===== src/rtl/sme_job_scheduler.sv =====
// rtl/sme_job_scheduler.sv - round-robin job scheduler sharing one KMP match engine; optional watchdog via SME_SCHED_WDT_EN
module sme_job_scheduler #(
    parameter int NUM_REQ = 4,
    parameter int STR_AW  = 6,
    parameter int PAT_AW  = 4,
    parameter int GAP_CYC = 2
`ifdef SME_SCHED_WDT_EN
    ,
    parameter int WDT_CYC = 255
`endif
) (
    input  logic                        clk,
    input  logic                        reset,
    input  logic [NUM_REQ-1:0]          req_valid,
    output logic [NUM_REQ-1:0]          req_ready,
    input  logic [NUM_REQ*STR_AW-1:0]   req_str_last_idx,
    input  logic [NUM_REQ*PAT_AW-1:0]   req_pat_last_idx,
    output logic                        eng_input_valid,
    output logic [STR_AW-1:0]           eng_str_last_idx,
    output logic [PAT_AW-1:0]           eng_pat_last_idx,
    input  logic                        eng_o_valid,
    input  logic                        eng_o_match,
    input  logic [STR_AW-1:0]           eng_o_match_idx,
    output logic [NUM_REQ-1:0]          rsp_valid,
    input  logic [NUM_REQ-1:0]          rsp_ready,
    output logic                        rsp_match,
    output logic [STR_AW-1:0]           rsp_match_idx,
    output logic                        rsp_err,
    output logic                        busy
);

    localparam int RR_W  = (NUM_REQ > 1) ? $clog2(NUM_REQ) : 1;
    localparam int GAP_W = $clog2(GAP_CYC + 1);
    localparam int CMP_W = STR_AW + PAT_AW;
`ifdef SME_SCHED_WDT_EN
    localparam int WDT_W = $clog2(WDT_CYC + 1);
`endif

    typedef enum logic [1:0] {
        ST_IDLE = 2'd0,
        ST_RUN  = 2'd1,
        ST_RESP = 2'd2,
        ST_GAP  = 2'd3
    } state_t;

    state_t              state_q, state_d;
    logic [RR_W-1:0]     rr_q, rr_d;
    logic [RR_W-1:0]     owner_q, owner_d;
    logic [STR_AW-1:0]   str_q, str_d;
    logic [PAT_AW-1:0]   pat_q, pat_d;
    logic                match_q, match_d;
    logic [STR_AW-1:0]   idx_q, idx_d;
    logic                skip_q, skip_d;
    logic [GAP_W-1:0]    gap_q, gap_d;
`ifdef SME_SCHED_WDT_EN
    logic [WDT_W-1:0]    wdt_q, wdt_d;
    logic                err_q, err_d;
`endif

    logic                grant_found;
    logic [RR_W-1:0]     grant_idx;
    logic [RR_W-1:0]     rr_after_grant;
    logic [STR_AW-1:0]   sel_str;
    logic [PAT_AW-1:0]   sel_pat;
    logic [NUM_REQ-1:0]  grant_onehot;
    logic [NUM_REQ-1:0]  owner_onehot;
    logic                owner_ack;
    logic                pat_too_long;

    // Round-robin search: first asserted request at or after rr_q, wrapping at NUM_REQ
    always_comb begin
        logic [RR_W:0] cand;
        cand        = '0;
        grant_found = 1'b0;
        grant_idx   = '0;
        for (int i = 0; i < NUM_REQ; i++) begin
            cand = {1'b0, rr_q} + (RR_W+1)'(i);
            if (cand >= (RR_W+1)'(NUM_REQ)) begin
                cand = cand - (RR_W+1)'(NUM_REQ);
            end
            if (!grant_found && req_valid[cand[RR_W-1:0]]) begin
                grant_found = 1'b1;
                grant_idx   = cand[RR_W-1:0];
            end
        end
    end

    // Select the winner's lengths and build one-hot grant/owner vectors
    always_comb begin
        sel_str      = '0;
        sel_pat      = '0;
        grant_onehot = '0;
        owner_onehot = '0;
        for (int i = 0; i < NUM_REQ; i++) begin
            if (grant_idx == RR_W'(i)) begin
                sel_str = req_str_last_idx[i*STR_AW +: STR_AW];
                sel_pat = req_pat_last_idx[i*PAT_AW +: PAT_AW];
            end
            grant_onehot[i] = grant_found && (grant_idx == RR_W'(i));
            owner_onehot[i] = (owner_q == RR_W'(i));
        end
    end

    // Pointer wraps explicitly since NUM_REQ need not be a power of two
    assign rr_after_grant = (grant_idx == RR_W'(NUM_REQ - 1)) ? '0 : grant_idx + RR_W'(1);
    assign pat_too_long   = CMP_W'(sel_pat) > CMP_W'(sel_str);
    assign owner_ack      = |(rsp_ready & owner_onehot);

    // Next-state and datapath capture for the job FSM
    always_comb begin
        state_d = state_q;
        rr_d    = rr_q;
        owner_d = owner_q;
        str_d   = str_q;
        pat_d   = pat_q;
        match_d = match_q;
        idx_d   = idx_q;
        skip_d  = skip_q;
        gap_d   = gap_q;
`ifdef SME_SCHED_WDT_EN
        wdt_d   = wdt_q;
        err_d   = err_q;
`endif
        case (state_q)
            ST_IDLE: begin
                if (grant_found) begin
                    owner_d = grant_idx;
                    rr_d    = rr_after_grant;
                    str_d   = sel_str;
                    pat_d   = sel_pat;
`ifdef SME_SCHED_WDT_EN
                    err_d   = 1'b0;
                    wdt_d   = '0;
`endif
                    if (pat_too_long) begin
                        // Cannot match: answer immediately without touching the engine
                        match_d = 1'b0;
                        idx_d   = '0;
                        skip_d  = 1'b1;
                        state_d = ST_RESP;
                    end else begin
                        skip_d  = 1'b0;
                        state_d = ST_RUN;
                    end
                end
            end
            ST_RUN: begin
                if (eng_o_valid) begin
                    match_d = eng_o_match;
                    idx_d   = eng_o_match ? eng_o_match_idx : '0;
                    state_d = ST_RESP;
`ifdef SME_SCHED_WDT_EN
                end else if (wdt_q == WDT_W'(WDT_CYC)) begin
                    match_d = 1'b0;
                    idx_d   = '0;
                    err_d   = 1'b1;
                    state_d = ST_RESP;
                end else begin
                    wdt_d   = wdt_q + WDT_W'(1);
`endif
                end
            end
            ST_RESP: begin
                if (owner_ack) begin
                    gap_d   = '0;
                    state_d = skip_q ? ST_IDLE : ST_GAP;
                end
            end
            ST_GAP: begin
                if (gap_q == GAP_W'(GAP_CYC - 1)) begin
                    state_d = ST_IDLE;
                end else begin
                    gap_d   = gap_q + GAP_W'(1);
                end
            end
            default: state_d = ST_IDLE;
        endcase
    end

    // State and job registers with asynchronous reset
    always_ff @(posedge clk or posedge reset) begin
        if (reset) begin
            state_q <= ST_IDLE;
            rr_q    <= '0;
            owner_q <= '0;
            str_q   <= '0;
            pat_q   <= '0;
            match_q <= 1'b0;
            idx_q   <= '0;
            skip_q  <= 1'b0;
            gap_q   <= '0;
`ifdef SME_SCHED_WDT_EN
            wdt_q   <= '0;
            err_q   <= 1'b0;
`endif
        end else begin
            state_q <= state_d;
            rr_q    <= rr_d;
            owner_q <= owner_d;
            str_q   <= str_d;
            pat_q   <= pat_d;
            match_q <= match_d;
            idx_q   <= idx_d;
            skip_q  <= skip_d;
            gap_q   <= gap_d;
`ifdef SME_SCHED_WDT_EN
            wdt_q   <= wdt_d;
            err_q   <= err_d;
`endif
        end
    end

    assign req_ready        = (state_q == ST_IDLE) ? grant_onehot : '0;
    assign eng_input_valid  = (state_q == ST_RUN);
    assign eng_str_last_idx = str_q;
    assign eng_pat_last_idx = pat_q;
    assign rsp_valid        = (state_q == ST_RESP) ? owner_onehot : '0;
    assign rsp_match        = (state_q == ST_RESP) && match_q;
    assign rsp_match_idx    = (state_q == ST_RESP) ? idx_q : '0;
`ifdef SME_SCHED_WDT_EN
    assign rsp_err          = (state_q == ST_RESP) && err_q;
`else
    assign rsp_err          = 1'b0;
`endif
    assign busy             = (state_q != ST_IDLE);

endmodule


===== config.mk =====
export PLATFORM = sky130hd
export DESIGN_NAME = sme_job_scheduler
export DESIGN_NICKNAME = d
export VERILOG_FILES = /design/src/rtl/sme_job_scheduler.sv
export SDC_FILE = /design/constraint.sdc
export NUM_CORES = 1
export LEC_CHECK = 0
export CAP_MARGIN = 25
export CORE_UTILIZATION = 45
export CTS_CLUSTER_DIAMETER = 100
export CTS_CLUSTER_SIZE = 28
export DETAILED_ROUTE_END_ITERATION = 7
export HOLD_SLACK_MARGIN = 0.12
export PLACE_DENSITY = 0.86
export SETUP_SLACK_MARGIN = 0.1
export SYNTH_ARGS = -nofsm -noshare
export SYNTH_HDL_FRONTEND = slang
export SYNTH_SLANG_ARGS = --single-unit

===== constraint.sdc =====
create_clock -name clk -period 6.04 [get_ports clk]
set_clock_uncertainty 0.15 [all_clocks]
set_input_delay 0.906 -clock clk [delete_from_list [all_inputs] [get_ports clk]]
set_output_delay 0.906 -clock clk [all_outputs]
set_load 0.05 [all_outputs]

==> impl_metrics.csv <==
group,metric,value,unit
status,status,"complete, no violations",
layout,antenna_cells,0,
global_routing,grt_pass1_vias,1738,
power_and_ir_drop,clkPwrFrac,10.5,%
global_routing,grt_use_total,23.19,%
floorplanning,die_h,67.14,um
clocking,cts_hold_buffers,0,
layout,layout.cells.most_common,"clkdlybuf4s50_1",
floorplanning,dieArea,0.004507,mm2
clocking,tritoncts,"done",
detailed_routing,vias,1973,
yosys,yosys-top-cells-area,"dfrtp_1 (34%), nand2_1 (12%), a21oi_1 (7.1%), ha_1 (5.9%), o21ai_0 (3.9%)",
clocking,clockBufferDepth,2,
yosys,synth_async_sr_flop_share,100.0,%
yosys,synth_edf_count,0,
setup_path,worstPathCellList,"clkdlybuf4s50_1 > mux2_2 > a222oi_1 > nand2_1 > inv_1 > ha_1 > inv_1 > nor2_1 > clkdlybuf4s50_1",
floorplanning,core_area,0.004029,mm2
sta,max_slew.worst_pin.slew,0.8000,ns
detailed_routing,wl,4850,um
power_and_ir_drop,internal-power,694.3,uW
sta,fin_crit_sh,82.86,%
hold_path,hold_path.class,"reg -> reg",
yosys,ys_warn_count,0,
clocking,cts.root.buffer_cell,"clkbuf_8",
sta,hold_violations,0,
power_and_ir_drop,total_power,1400,uW
setup_path,slowest_delay,0.82,ns
power_and_ir_drop,pwr-share-comb,67.0,%
global_routing,grt_overflow,0,
placement,io_buffers,84,
setup_path,setup.worst_path.end_class,"primary output",
floorplanning,die_x,67.14,um
global_routing,grt_max_degree,27,
detailed_routing,wl_per_cell,13.22,um
power_and_ir_drop,swShare,50.42,%
sta,fmax,199.8,MHz
setup_path,cp.arrival,3.95,ns
clocking,cts_buffers,3,
yosys,synth-seq-cells,26,
yosys,yosys.area.top_type,"dfrtp_1",
sta,timing.setup.tns,0,ns
clocking,cts_setup_buffers,0,
yosys,synthFlopType,"dfrtp_1",
layout,fillers,344,
layout,multiInputGateArea,0.001084,mm2
clocking,cts.sinks,26,
sta,slew_headroom,46.56,%
yosys,synth_cells,245,
sta,maxSlewViolCount,0,
global_routing,grt_pass1_wl,7845,um
sta,post-route-min-period,5.005,ns
power_and_ir_drop,p_per_area,498.8,mW/mm2
detailed_routing,vias_per_cell,5.376,
detailed_routing,drt_iter0_drc,119,
layout,drive_above_1_share,4.101,%
setup_path,cp_num_buf_inv,4,
placement,dp_hpwl,3721,um
clocking,clock_latency,0.27,ns
floorplanning,rows,23,
yosys,synth_cell_type_count,44,
setup_path,critPathMaxFanout,19,
floorplanning,pin_count,86,
clocking,h-tree-depth,1,
setup_path,crit_family,"buffers and inverters",
clocking,clkTransAtPathRegs,0.09,ns
layout,syn2layout_area_growth,47.05,%
power_and_ir_drop,power.switching,706.1,uW
sta,grt_setup_unrepaired,"false",
power_and_ir_drop,seq_power_share,22.5,%
yosys,syn-num-nets,312,
yosys,netlist_area,0.001909,mm2
floorplanning,initial_core_util,47.39,%
job,maxCapViolCount,0,
setup_path,critPathKind,"in -> out",
layout,layout_common_cells,"clkdlybuf4s50_1 (84), nand2_1 (60), a21oi_1 (27)",
yosys,yosys.area.top_type_share,34.08,%
setup_path,cpMaxStageDelayCell,"clkdlybuf4s50_1",
setup_path,setup.worst_path.start_class,"input pin",
yosys,synth-seq-area-share,34.08,%
detailed_routing,firstDrtPassIters,4,
global_routing,antenna_found_initial,0,
placement,routabilityCongestion,0.8230,
setup_path,worstPathRequired,4.98,ns
detailed_routing,ant_nets,0,
layout,regArea,650.6,um2
clocking,ctsResizeCount,0,
sta,setup_violations,0,
yosys,syn_avg_cell_area,7.793,um2
power_and_ir_drop,p_leak,0.001226,uW
layout,fin_nets,385,
power_and_ir_drop,vdd_ir_drop_max,227.7,uV
detailed_routing,drc,0,
metal layers:
metal	track usage (%)	up-vias	part of all wire, %
met1	29.92	890	43
met3	4.054	9	7.5
li1	-	984	-
met5	0	-	0
met2	37.13	90	47
met4	11.70	0	2.5
worst paths after layout:
kind	startpoint	endpoint	slack [ns]	cells after the start
hold reg to reg	eng_pat_last_idx[3]	eng_pat_last_idx[3]	0.33	2
hold / removal	eng_pat_last_idx[3]	eng_pat_last_idx[3]	0.33	2
min in group asynchronous	reset	idx_q[1]	0.76	2
setup / recovery	req_valid[0]	req_ready[3]	1.04	9
setup reg to reg	rr_q[1]	idx_q[0]	2.23	12
max in group asynchronous	reset	owner_q[0]	4.55	3
cells in the mapped netlist, types with 2 or more instances:
cell type and instances:
nand2_1 60, a21oi_1 27, dfrtp_1 26, inv_1 19, o21ai_0 15, nor2_1 11
and2_1 9, ha_1 9, o221ai_1 8, a22o_1 6, buf_2 5, buf_4 5
a22oi_1 4, and3_1 4, clkbuf_1 4, o22ai_1 3, buf_6 2, nand2b_1 2
sequential cells by signal, indices dropped and copies added (netlist names):
| register | flops |
|---|---|
| owner_q | 2 |
| idx_q | 6 |
| skip_q | 1 |
| state_q | 2 |
| eng_str_last_idx | 6 |
| eng_pat_last_idx | 4 |
| gap_q | 2 |
| rr_q | 2 |
| match_q | 1 |
cell type report:
cell class | instances | share of cell area (%)
well taps | 50 | 2.228
multi-input cells | 183 | 38.59
clock inverters | 1 | 1.070
repair buffers | 85 | 30.93
flip-flops and latches | 26 | 23.17
inverters | 19 | 2.540
clock buffers | 3 | 1.471
kinds of logic after synthesis:
family | share of synthesized area (%)
flops | 34.08
mux | 3.080
other cells | 0.1964
compound gates | 24.51
fa+ha+maj | 5.898
buf+inv | 9.174
simple gates | 23.07
worst register-to-register path: stages, from the launching register on:
cell and delay [ns]:
dfrtp_1 0.45, mux2_2 0.36, a222oi_1 0.31, nand2_1 0.16, inv_1 0.10, ha_1 0.52
o21ai_0 0.20, a22o_1 0.24, ha_1 0.31, nand2_1 0.06, o21ai_0 0.17, and4b_1 0.46
o221ai_1 0.18
through the flow:
step | hold slack [ns] | cell area, um2 | std cells | setup WS (ns) | utilization, %
floorplan | 0.3185 | 1909 | 245 | 2.284 | -
global placement | 0.3122 | 2709 | 362 | 1.141 | 67.24
detailed placement | 0.3126 | 2709 | 362 | 1.060 | 67.24
CTS | 0.3353 | 2780 | 366 | 1.045 | 69.01
global route | 0.3530 | 2808 | 367 | 0.7154 | 69.69
finish | 0.3316 | 2808 | 367 | 1.035 | 69.69
power by group through the flow:
stage	clock [uW]	sequential, uW	combinational, uW
finish	147	315	938
floorplan	0	403	617
global placement	0	315	909
detailed placement	0	318	930
CTS	148	316	935
global route	157	325	1030
No activity file was read; power rests on OpenSTA's default activity.
